**src/rtl/muldiv_unit.sv**
```systemverilog
// Iterative RV32M multiply/divide: 32 shift-add or restoring-divide steps, done in the 33rd cycle after start (1 cycle for div-by-zero/overflow).
// No queuing: start is only sampled while idle, so the requester holds it until busy falls; flush aborts with no writeback.
module muldiv_unit #(
    parameter int XLEN  = 32,
    parameter int CNT_W = 5
) (
    input  logic              clk,
    input  logic              reset,
    input  logic              start,
    input  logic              flush,
    input  logic [2:0]        funct3,
    input  logic [XLEN-1:0]   rs1_data,
    input  logic [XLEN-1:0]   rs2_data,
    input  logic [4:0]        rd_in,
    output logic              busy,
    output logic              done,
    output logic              reg_write,
    output logic [4:0]        rd_out,
    output logic [XLEN-1:0]   result
);

    typedef enum logic [1:0] {
        S_IDLE = 2'd0,
        S_RUN  = 2'd1,
        S_DONE = 2'd2
    } state_t;

    localparam logic [XLEN-1:0]  INT_MIN  = {1'b1, {(XLEN-1){1'b0}}};
    localparam logic [CNT_W-1:0] LAST_CNT = CNT_W'(XLEN - 1);

    state_t            state_q;
    logic [2:0]        op_q;
    logic              neg_q;
    logic [XLEN-1:0]   opa_q;
    logic [XLEN-1:0]   hi_q;
    logic [XLEN-1:0]   lo_q;
    logic [CNT_W-1:0]  cnt_q;
    logic [4:0]        rd_pend_q;
    logic [4:0]        rd_q;
    logic [XLEN-1:0]   result_q;
    logic              busy_q;
    logic              done_q;

    // Operand decode at accept time
    logic              a_sgn, b_sgn, a_neg, b_neg, neg_in;
    logic [XLEN-1:0]   a_mag, b_mag;
    logic              div_zero, div_ovf, shortcut;
    logic [XLEN-1:0]   short_res;

    always_comb begin
        a_sgn = 1'b0;
        b_sgn = 1'b0;
        if (funct3[2]) begin
            a_sgn = !funct3[0];
            b_sgn = !funct3[0];
        end else begin
            a_sgn = (funct3 != 3'd3);
            b_sgn = (funct3[1] == 1'b0);
        end
        a_neg  = a_sgn & rs1_data[XLEN-1];
        b_neg  = b_sgn & rs2_data[XLEN-1];
        a_mag  = a_neg ? -rs1_data : rs1_data;
        b_mag  = b_neg ? -rs2_data : rs2_data;
        // Remainder takes the dividend's sign; everything else the XOR of both
        neg_in = (funct3[2] && funct3[1]) ? a_neg : (a_neg ^ b_neg);

        div_zero  = funct3[2] && (rs2_data == '0);
        div_ovf   = funct3[2] && !funct3[0] && (rs1_data == INT_MIN) && (rs2_data == '1);
        shortcut  = div_zero || div_ovf;
        short_res = '0;
        if (div_zero) begin
            short_res = funct3[1] ? rs1_data : '1;
        end else if (div_ovf) begin
            short_res = funct3[1] ? '0 : INT_MIN;
        end
    end

    // One iteration: hi/lo hold the partial product or remainder/quotient
    logic [XLEN:0]     mul_sum;
    logic [XLEN:0]     div_sh;
    logic [XLEN-1:0]   div_diff;
    logic              div_ge;
    logic [XLEN-1:0]   hi_d, lo_d;

    always_comb begin
        mul_sum  = {1'b0, hi_q} + (lo_q[0] ? {1'b0, opa_q} : '0);
        div_sh   = {hi_q, lo_q[XLEN-1]};
        div_ge   = (div_sh >= {1'b0, opa_q});
        div_diff = div_sh[XLEN-1:0] - opa_q;
        if (op_q[2]) begin
            hi_d = div_ge ? div_diff : div_sh[XLEN-1:0];
            lo_d = {lo_q[XLEN-2:0], div_ge};
        end else begin
            hi_d = mul_sum[XLEN:1];
            lo_d = {mul_sum[0], lo_q[XLEN-1:1]};
        end
    end

    logic [2*XLEN-1:0] prod, prod_s;
    logic [XLEN-1:0]   div_res, div_s, fin_res;

    always_comb begin
        prod    = {hi_d, lo_d};
        prod_s  = neg_q ? -prod : prod;
        div_res = op_q[1] ? hi_d : lo_d;
        div_s   = neg_q ? -div_res : div_res;
        if (op_q[2]) begin
            fin_res = div_s;
        end else if (op_q[1:0] == 2'd0) begin
            fin_res = prod_s[XLEN-1:0];
        end else begin
            fin_res = prod_s[2*XLEN-1:XLEN];
        end
    end

    always_ff @(posedge clk or negedge reset) begin
        if (!reset) begin
            state_q   <= S_IDLE;
            op_q      <= '0;
            neg_q     <= 1'b0;
            opa_q     <= '0;
            hi_q      <= '0;
            lo_q      <= '0;
            cnt_q     <= '0;
            rd_pend_q <= '0;
            rd_q      <= '0;
            result_q  <= '0;
            busy_q    <= 1'b0;
            done_q    <= 1'b0;
        end else begin
            case (state_q)
                S_IDLE: begin
                    done_q <= 1'b0;
                    if (start && !flush) begin
                        op_q      <= funct3;
                        neg_q     <= neg_in;
                        rd_pend_q <= rd_in;
                        cnt_q     <= '0;
                        hi_q      <= '0;
                        busy_q    <= 1'b1;
                        opa_q     <= funct3[2] ? b_mag : a_mag;
                        lo_q      <= funct3[2] ? a_mag : b_mag;
                        if (shortcut) begin
                            result_q <= short_res;
                            rd_q     <= rd_in;
                            done_q   <= 1'b1;
                            state_q  <= S_DONE;
                        end else begin
                            state_q  <= S_RUN;
                        end
                    end
                end
                S_RUN: begin
                    if (flush) begin
                        state_q <= S_IDLE;
                        busy_q  <= 1'b0;
                    end else begin
                        hi_q  <= hi_d;
                        lo_q  <= lo_d;
                        cnt_q <= cnt_q + 1'b1;
                        if (cnt_q == LAST_CNT) begin
                            result_q <= fin_res;
                            rd_q     <= rd_pend_q;
                            done_q   <= 1'b1;
                            state_q  <= S_DONE;
                        end
                    end
                end
                S_DONE: begin
                    state_q <= S_IDLE;
                    busy_q  <= 1'b0;
                    done_q  <= 1'b0;
                end
                default: begin
                    state_q <= S_IDLE;
                    busy_q  <= 1'b0;
                    done_q  <= 1'b0;
                end
            endcase
        end
    end

    // A flush landing on the completion cycle suppresses the writeback strobe
    assign busy      = busy_q;
    assign done      = done_q && !flush;
    assign reg_write = done && (rd_q != 5'd0);
    assign rd_out    = rd_q;
    assign result    = result_q;

endmodule

```
**config.mk**
```make
export PLATFORM = sky130hd
export DESIGN_NAME = muldiv_unit
export DESIGN_NICKNAME = d
export VERILOG_FILES = /design/src/rtl/muldiv_unit.sv
export SDC_FILE = /design/constraint.sdc
export NUM_CORES = 1
export LEC_CHECK = 0
export ABC_AREA = 1
export BUFFER_PORTS_ARGS = -buffer_cell sky130_fd_sc_hd__buf_2
export CORE_ASPECT_RATIO = 1.5
export CORE_MARGIN = 2
export CORE_UTILIZATION = 35
export DETAILED_ROUTE_END_ITERATION = 12
export PLACE_DENSITY = 0.61
export SLEW_MARGIN = 20
export SYNTH_ARGS = -nofsm -noshare
export SYNTH_HDL_FRONTEND = slang
export SYNTH_SLANG_ARGS = --single-unit
export TNS_END_PERCENT = 50
```
**constraint.sdc**
```tcl
create_clock -name clk -period 7.1 [get_ports clk]
set_input_delay 0 -clock clk [delete_from_list [all_inputs] [get_ports clk]]
set_output_delay 0 -clock clk [all_outputs]
set_load 0.005 [all_outputs]
```
Word-level counts from Yosys, hierarchy flattened
Index checks and enable logic that the tools add are counted.
{ "op_classes": {"n_reduce_logical": 22, "n_mux": 52, "n_eq_ne": 11, "n_bitwise": 4, "order_cmp": 1, "add_sub_neg": 7} }
{ "op_table": {"columns": ["op", "n"], "rows": [
  ["2-to-1 mux 32 bit", 24],
  ["case mux 32 bit (2 select lines)", 3],
  ["negator 32 bit", 3],
  ["equality test 32 bit (second input constant)", 2],
  ["2-to-1 mux 64 bit", 1],
  ["negator 64 bit", 1],
  ["adder 32 x 32 -> 33 bit", 1],
  ["greater-or-equal comparator 33 x 32 -> 1 bit", 1],
  ["zero test 32 bit", 1],
  ["subtractor 32 bit", 1],
  ["2-to-1 mux 5 bit", 6],
  ["case mux 5 bit (2 select lines)", 2],
  ["inequality test 2 bit (second input constant)", 5],
  ["2-to-1 mux 1 bit", 9],
  ["logical AND 1 bit", 8],
  ["2-to-1 mux 2 bit", 4],
  ["AND reduction 2 bit", 4],
  ["adder 5 x 1 -> 5 bit (second input constant)", 1],
  ["equality test 5 bit (second input constant)", 1],
  ["AND reduction 5 bit", 1],
  ["nonzero test 5 bit", 1],
  ["zero test 2 bit", 2],
  ["case mux 1 bit (2 select lines)", 2],
  ["case mux 2 bit (2 select lines)", 1],
  ["10 further kinds", 12]
]} }
{ "totals": {"word_cells": 109, "ff_bits": 151, "in_bits": 76} }

Longest topological paths before layout
Gate-level depths: netlist of the first run.
{ "depth": {"ltp_word": 10, "mapped_depth": 35, "depth_no_buf": 34} }

Least setup slack after synthesis of the first run
OpenSTA, ideal clock, no wires.
{ "synth_timing": {"path_kind": "register to register", "from": "register hi_q[27]", "to": "register result_q[14] (netlist: result[14])", "stages_incl_launch_ff": 29, "setup_time_ns": 0.121, "period_less_slack_ns": 3.806, "arrival_ns": 3.685, "setup_slack_ns": 3.294, "path_cell_list": "dfrtp_1 > ha_1 > nand2_1 > inv_1 > nand2_1 > nand2_1 > a21oi_1 > nand2_2 > nor2_8 > buf_6 > nand3_2 > o21ai_4 > ha_1 > inv_1 > nor3_2 > nand4_2 > nor2_2 > nand4_2 > nor2_2 > nand3_2 > nor2_2 > nand3_2 > o21ai_1 > xor2_1 > nand2_1 > nand2_1 > nand2_1 > nand2_1 > a21oi_1"} }
{ "synth_between": {"elab_chain_cells": 10, "elab_cells_between_ends": 14} }
{ "synth_lines": {"columns": ["element", "line", "rtl"], "rows": [
  ["from (decl)", "35", "logic [XLEN-1:0] hi_q;"],
  ["from (signal assigned)", "158", "hi_q <= hi_d;"],
  ["greater-or-equal comparator 33 x 32 -> 1 bit (*)", "88", "div_ge = (div_sh >= {1'b0, opa_q});"],
  ["2-to-1 mux 32 bit", "91", "hi_d = div_ge ? div_diff : div_sh[XLEN-1:0];"],
  ["2-to-1 mux 32 bit", "90", "if (op_q[2]) begin"],
  ["negator 64 bit / 2-to-1 mux 32 bit (equally long branches)", "104, 105", null],
  ["2-to-1 mux 64 bit / negator 32 bit (equally long branches)", "104, 106", null],
  ["2-to-1 mux 32 bit (on tied branches)", "109, 106", null],
  ["2-to-1 mux 32 bit (*)", "107", "if (op_q[2]) begin"],
  ["2-to-1 mux 32 bit (*)", "161", "if (cnt_q == LAST_CNT) begin"],
  ["2-to-1 mux 32 bit (*)", "154", "if (flush) begin"],
  ["case mux 32 bit (2 select lines) (*)", "131", "case (state_q)"],
  ["to (signal assigned)", "144", "result_q <= short_res;"],
  ["to (signal assigned)", "162", "result_q <= fin_res;"],
  ["to (decl)", "40", "logic [XLEN-1:0] result_q;"]
]} }
Mark *: on every way between the ends. The rest lies on a longest branch, timed or not. The select of a mux whose other input is x is not followed.
A chain may end at the register's enable or synchronous reset.

Worst setup path in the final report of the first run
{ "layout_timing": {"from": "register hi_q[22]", "to": "register result_q[4] (netlist: result[4])"} }
Same word-level chain as after synthesis.

==> impl_metrics.tcl, run 1 <==
set metrics [dict create \
    drive_above_1_share_pct 9.86 \
    nFillCells 6107 \
    synth_area_per_cell_sq_um 5.78 \
    crit_arrival_ns 5.68 \
    yosys.area_share.adder_pct 4.78 \
    setup_viol 0 \
    synth-xor-area-share_pct 4.69 \
    cts.root.buffer_cell "clkbuf_16" \
    fp.dieH_um 293 \
    clkTransAtPathRegs_ns 0.09 \
    syn_to_final_growth_pct 9.68 \
    r2r_end "result[4]" \
    die_w_um 196 \
    cts_tree "done" \
    worstHoldStart "rs2_data[31]" \
    detail_route.vias_per_cell 5.59 \
    antenna_cells 0 \
    power_mw 12.6 \
    synth_cell_types 58 \
    hp-class "in2reg" \
    start_util_pct 35.5 \
    dp_hpwl_um 78100 \
    io-pin-count 116 \
    grt_pass1_vias 22300 \
    cp-end-kind "register" \
    clkLatencyLatePin_ns 0.48 \
    clk_path_buf_depth 2 \
    layout_min_cycle_time_ns 5.30 \
    endpoint "result[4]" \
    synth_compound_area_share_pct 16.1 \
    synth-warning-count 0 \
    rrSetupSlack_ns 1.80 \
    drt_iter0_drc 2223 \
    layout_commonest_cell "nand2_1" \
    clock_skew_ns 0.0211 \
    cts_resized 0 \
    synth_top_family_by_area "simple AND/OR/NAND/NOR gates" \
    crit_required_ns 7.49 \
    antenna_found_initial 0 \
    synth-simple-area-share_pct 42.5 \
    layout.nets 3575 \
    crit_type "reg2reg" \
    first_pass_iters 6 \
    synth_top_area_share_pct 19.7 \
    drc_errors 0 \
    cp_max_fo 34 \
    status "complete, no violations" \
    synth_nets 3511 \
    power_density_mw_per_mm2 590 \
    maxCapViolations 0 \
    final_cell_mix "nand2_1, inv_1, nor2_1, nand3_1, o21ai_0" \
    fin_crit_sh_pct 74.6 \
    startpoint "hi_q[22]" \
    core_area_sq_mm 0.0548 \
    tightest_slew_ns 1.28 \
    syn-cell-area_sq_mm 0.0194 \
    cp-start-kind "register" \
    cts_sinks 151 \
    rows 105 \
    slew_violations 0 \
    synth.area.mux_share_pct 0 \
    rsz0062_at_grt "no" \
    synth_top_cell_by_area "nand2_1" \
    r2r_start "hi_q[22]" \
    grt_max_degree 78 \
    wl_per_cell_um 23.7 \
    wl_um 98100 \
    io_buffers 115 \
    gr-total-overflow 0 \
    vdd_drop_max_uv 376 \
    synth_cells 3362 \
    place_congestion 1.11 \
    grt_pass1_wl_um 143000 \
    h-tree-depth 4 \
    antenna_left 0 \
    finalHoldViolCount 0 \
    leakage_nw 11.2 \
    async_flop_share_pct 100 \
    fmax_mhz 189 \
    slew_headroom_pct 13.7 \
    gr-usage-all-layers_pct 34.0 \
    synth_seq_cells 151 \
    synth_flop_cell "dfrtp_1" \
    yosys-top-cells-area "nand2_1, dfrtp_1, inv_1, nor2_1, nand3_1" \
    ys_seq_area_share_pct 19.4 \
    die_area_sq_mm 0.0575 \
    synth-edff-count 0 \
    vias 23100 \
    cts_made_buffers 17 \
    rr_worst_depth 26 \
    tns_ns 0 \
]
==> how the worst min path moves through the flow <==
stage,cells after the start,end,slack [ns]
2_1_floorplan,0,busy,-0.30
6_report,4,neg_q,0.005
3_5_place_dp,1,hi_q[23],0.04
5_1_grt,3,opa_q[4],0.03
3_3_place_gp,1,hi_q[23],0.04
4_1_cts,4,opa_q[11],0.002
==> stage by stage <==
stage	area [sq um]	hold slack (ns)	cells	setup WS, ns	util [%]
finish	21300	0.00490	4134	1.80	38.9
global route	21300	0.0283	4134	1.46	38.9
CTS	21300	0.00211	4134	1.96	38.9
detailed placement	20500	0.0377	4077	1.99	37.4
global placement	20500	0.0416	4077	1.98	37.4
floorplan	19400	-0.296	3362	3.29	-
==> sequential cells by signal (all words and copies together), names as in the netlist <==
signal / cells
hi_q: 32
lo_q: 32
neg_q: 1
cnt_q: 5
done_q: 1
busy: 1
state_q: 2
result: 32
rd_pend_q: 5
op_q: 3
rd_out: 5
opa_q: 32
==> per-layer routing <==
| metal | part of all wire, % | track usage [%] | up-vias |
|---|---|---|---|
| li1 | - | - | 10900 |
| met1 | 34 | 35.5 | 10600 |
| met2 | 48 | 58.0 | 1179 |
| met3 | 6.2 | 4.21 | 373 |
| met4 | 12 | 34.0 | 0 |
| met5 | 0 | 0 | - |
==> kinds of logic (layout without fill, tap and decap cells) <==
logic type      Yosys count  in the layout
compound gates          538            538
simple gates           1895           1895
flops                   151            151
fa+ha+maj                73             73
buf+inv                 601            678
xor+xnor                104            104
==> cell usage after synthesis, types with 33 or more instances <==
library cell,count
nand2_1,1019
inv_1,461
nor2_1,376
nand3_1,275
o21ai_0,210
a21oi_1,158
dfrtp_1,151
xor2_1,85
clkbuf_1,71
ha_1,71
nand4_1,49
nand2_2,35
nor3_1,33
==> critical path, stage by stage, from the launching register on <==
cell,delay (ns)
dfrtp_1,0.51
ha_1,0.42
nand2_1,0.21
nor2_1,0.15
nand2_1,0.09
nor2_1,0.08
nand2_1,0.09
nand2_2,0.08
nor2_8,0.53
nand3_2,0.18
o21ai_4,0.20
ha_1,0.24
inv_1,0.06
nor3_2,0.32
nand4_2,0.22
nor2_2,0.21
nand4_2,0.12
nor2_2,0.16
nand3_2,0.13
clkinv_1,0.08
nand2_2,0.06
o21ai_2,0.28
xor2_1,0.26
nand2_1,0.08
a21oi_1,0.19
o21ai_1,0.09
a21oi_1,0.14
==> area by class of cell <==
class | instances | area (sq um) | area share [%]
clock buffer | 17 | 425 | 2.00
clock inverter | 15 | 150 | 0.704
inverter | 476 | 1790 | 8.38
multi-input combinational | 2610 | 13200 | 62.1
sequential | 151 | 3780 | 17.8
tap | 695 | 870 | 4.08
timing repair buffer | 170 | 1060 | 4.96
==> power breakdown <==
| group | total (mW) | leakage, nW | switching [mW] | internal, mW |
|---|---|---|---|---|
| Combinational | 9.86 | 9.05 | 7.18 | 2.68 |
| Sequential | 1.75 | 1.87 | 0.503 | 1.25 |
| Clock | 0.961 | 0.283 | 0.490 | 0.471 |
==> what timing repair did <==
action / CTS / global route
hold buffers: 25 / 0
hold endpoints to repair: 76 / 0
setup buffers: 0 / 0
endpoints found under the setup margin: 0 / 0
Note: power is estimated with default switching activity, not from simulation.
==> run 2, diff against run 1 <==
- PLACE_DENSITY: 0.61 -> 0.63
- clock period: 7.1 -> 4.3 ns (I/O delays scaled with it)
==> run 2 against run 1 <==
Utilization up 4.6 points. Sequential share of layout area down 1.8 points. Count of clock-buffer cells in the layout rose by 3. Routed wire length grew 5.3%. Largest power group unchanged. Largest cell class unchanged.
==> impl_metrics.tcl, run 2 (synthesized netlist as in run 1, its figures left out) <==
set metrics [dict create \
    clk_path_buf_depth 2 \
    cp-end-kind "register" \
    clock_skew_ns 0.0213 \
    setup_viol 0 \
    max_stage_delay_ns 0.54 \
    final.setup.worst_slack_ns 0.166 \
    p_comb_share_pct 81.9 \
    power_density_mw_per_mm2 1020 \
    layout_min_cycle_time_ns 4.13 \
    hp-class "in2reg" \
    hold_end "opa_q[4]" \
    pwr-share-seq_pct 11.1 \
    antenna_found_initial 2 \
    fmax_mhz 242 \
    multiInputGateArea_sq_mm 0.0139 \
    path_buf_inv 3 \
    stdcell_area_sq_mm 0.0238 \
    rsz0062_at_grt "yes" \
    maxCapViolations 0 \
    slew_headroom_pct 15.9 \
    drt_iter0_drc 2332 \
    rrSetupSlack_ns 0.17 \
    tightest_slew_ns 1.25 \
    wl_per_cell_um 23.7 \
    hold_depth 3 \
    drc_errors 0 \
    layout.nets 3799 \
    crit_arrival_ns 4.53 \
    clkTransAtPathRegs_ns 0.09 \
    io-pin-count 116 \
    wl_um 103000 \
    antenna_left 0 \
    nFillCells 5993 \
    place_congestion 1.11 \
    place_inst 4285 \
    p_sw_mw 14.6 \
    h-tree-depth 4 \
    first_pass_iters 8 \
    clkPwrFrac_pct 7.0 \
    core_area_sq_mm 0.0548 \
    r2r_end "result[26]" \
    internal_power_mw 9.66 \
    final_cell_mix "nand2_1, inv_1, nor2_1, nand3_1, buf_4" \
    cp_max_fo 4 \
    dp_hpwl_um 82800 \
    grt_max_degree 83 \
    fp.dieH_um 293 \
    fin_crit_sh_pct 96.1 \
    die_w_um 196 \
    vdd_drop_max_uv 830 \
    io_buffers 115 \
    vias 23900 \
    cts_sinks 151 \
    crit_type "reg2reg" \
    cts_tree "done" \
    grt_pass1_vias 23200 \
    worstHoldStart "rs2_data[4]" \
    clkLatencyLatePin_ns 0.48 \
    antenna_cells 0 \
    slowest_stage "dfrtp_1" \
    place_area_sq_mm 0.0221 \
    drive_above_1_share_pct 18.9 \
    die_area_sq_mm 0.0575 \
    grt_pass1_wl_um 149000 \
    cp-start-kind "register" \
    gr-total-overflow 0 \
    cp_common_cell "nand2_1" \
    r2r_start "hi_q[8]" \
    finalHoldViolCount 0 \
    dp_slack_ns 0.0325 \
    crit_required_ns 4.69 \
    cts_made_buffers 17 \
    rows 105 \
    start_util_pct 35.5 \
    crit_family "simple AND/OR/NAND/NOR gates" \
    leakage_nw 12.4 \
    ff_latch_area_sq_mm 0.00380 \
    layout_commonest_cell "nand2_1" \
    rr_worst_depth 26 \
    status "complete, no violations" \
    syn_to_final_growth_pct 22.6 \
    slew_violations 0 \
    gr-usage-all-layers_pct 35.7 \
    cts.root.buffer_cell "clkbuf_16" \
    fin_cells 4358 \
    sw_frac_of_total_pct 60.2 \
    detail_route.vias_per_cell 5.48 \
]
[run 2: cell type report]
cell class	count	area share (%)
Multi-Input combinational cell	2611	58.5
Sequential cell	151	15.9
Timing Repair Buffer	393	11.8
Inverter	476	7.50
Tap cell	695	3.65
Clock buffer	20	1.92
Clock inverter	12	0.683
[run 2: stage by stage]
step | utilization [%] | hold slack [ns] | TNS [ns] | power (mW)
2_1_floorplan | - | -0.296 | 0 | 13.1
3_3_place_gp | 40.4 | 0.133 | 0 | 20.8
3_5_place_dp | 40.4 | 0.130 | 0 | 20.8
4_1_cts | 41.9 | 0.00484 | 0 | 22.6
5_1_grt | 43.5 | 0.0290 | -0.106 | 25.7
6_report | 43.5 | 0.0216 | 0 | 24.3
[run 2: worst max path at each step]
stage	from	to	slack [ns]	cells after the start
after floorplan	hi_q[27]	result[14]	0.49	28
after global placement	opa_q[15]	result[14]	0.04	28
after detailed placement	opa_q[15]	result[14]	0.03	28
after CTS	lo_q[0]	result[31]	0.02	27
after global routing	hi_q[9]	result[24]	-0.04	33
final	hi_q[8]	result[26]	0.17	26
[run 2: power by group through the flow]
stage                     Clock [mW]  Combinational, mW  Sequential, mW
final                           1.70               19.9            2.69
after global routing            1.75               21.2            2.75
after CTS                       1.71               18.2            2.66
after detailed placement           0               18.1            2.67
after global placement             0               18.1            2.68
after floorplan                    0               10.7            2.43
[run 2: metal layers]
| metal | part of all wire (%) | vias to the layer above | global-route usage, % |
|---|---|---|---|
| met4 | 13 | 2 | 36.3 |
| met2 | 46 | 1105 | 60.0 |
| met5 | 0.013 | - | 0 |
| met1 | 35 | 11000 | 37.9 |
| met3 | 5.5 | 407 | 4.17 |
| li1 | - | 11400 | - |
[run 2: worst min-delay path, stage by stage]
cell and delay [ns]:
buf_2 0.13, xor2_1 0.14, o221ai_1 0.18
[run 2: what timing repair did]
action / CTS / global route
buffers inserted: 0 / 18
resized for setup: 1 / 161
cloned: 0 / 1
endpoints found under the setup margin: 1 / 27
pin swaps: 0 / 15
hold buffers: 22 / 0
endpoints found under the hold margin: 104 / 0
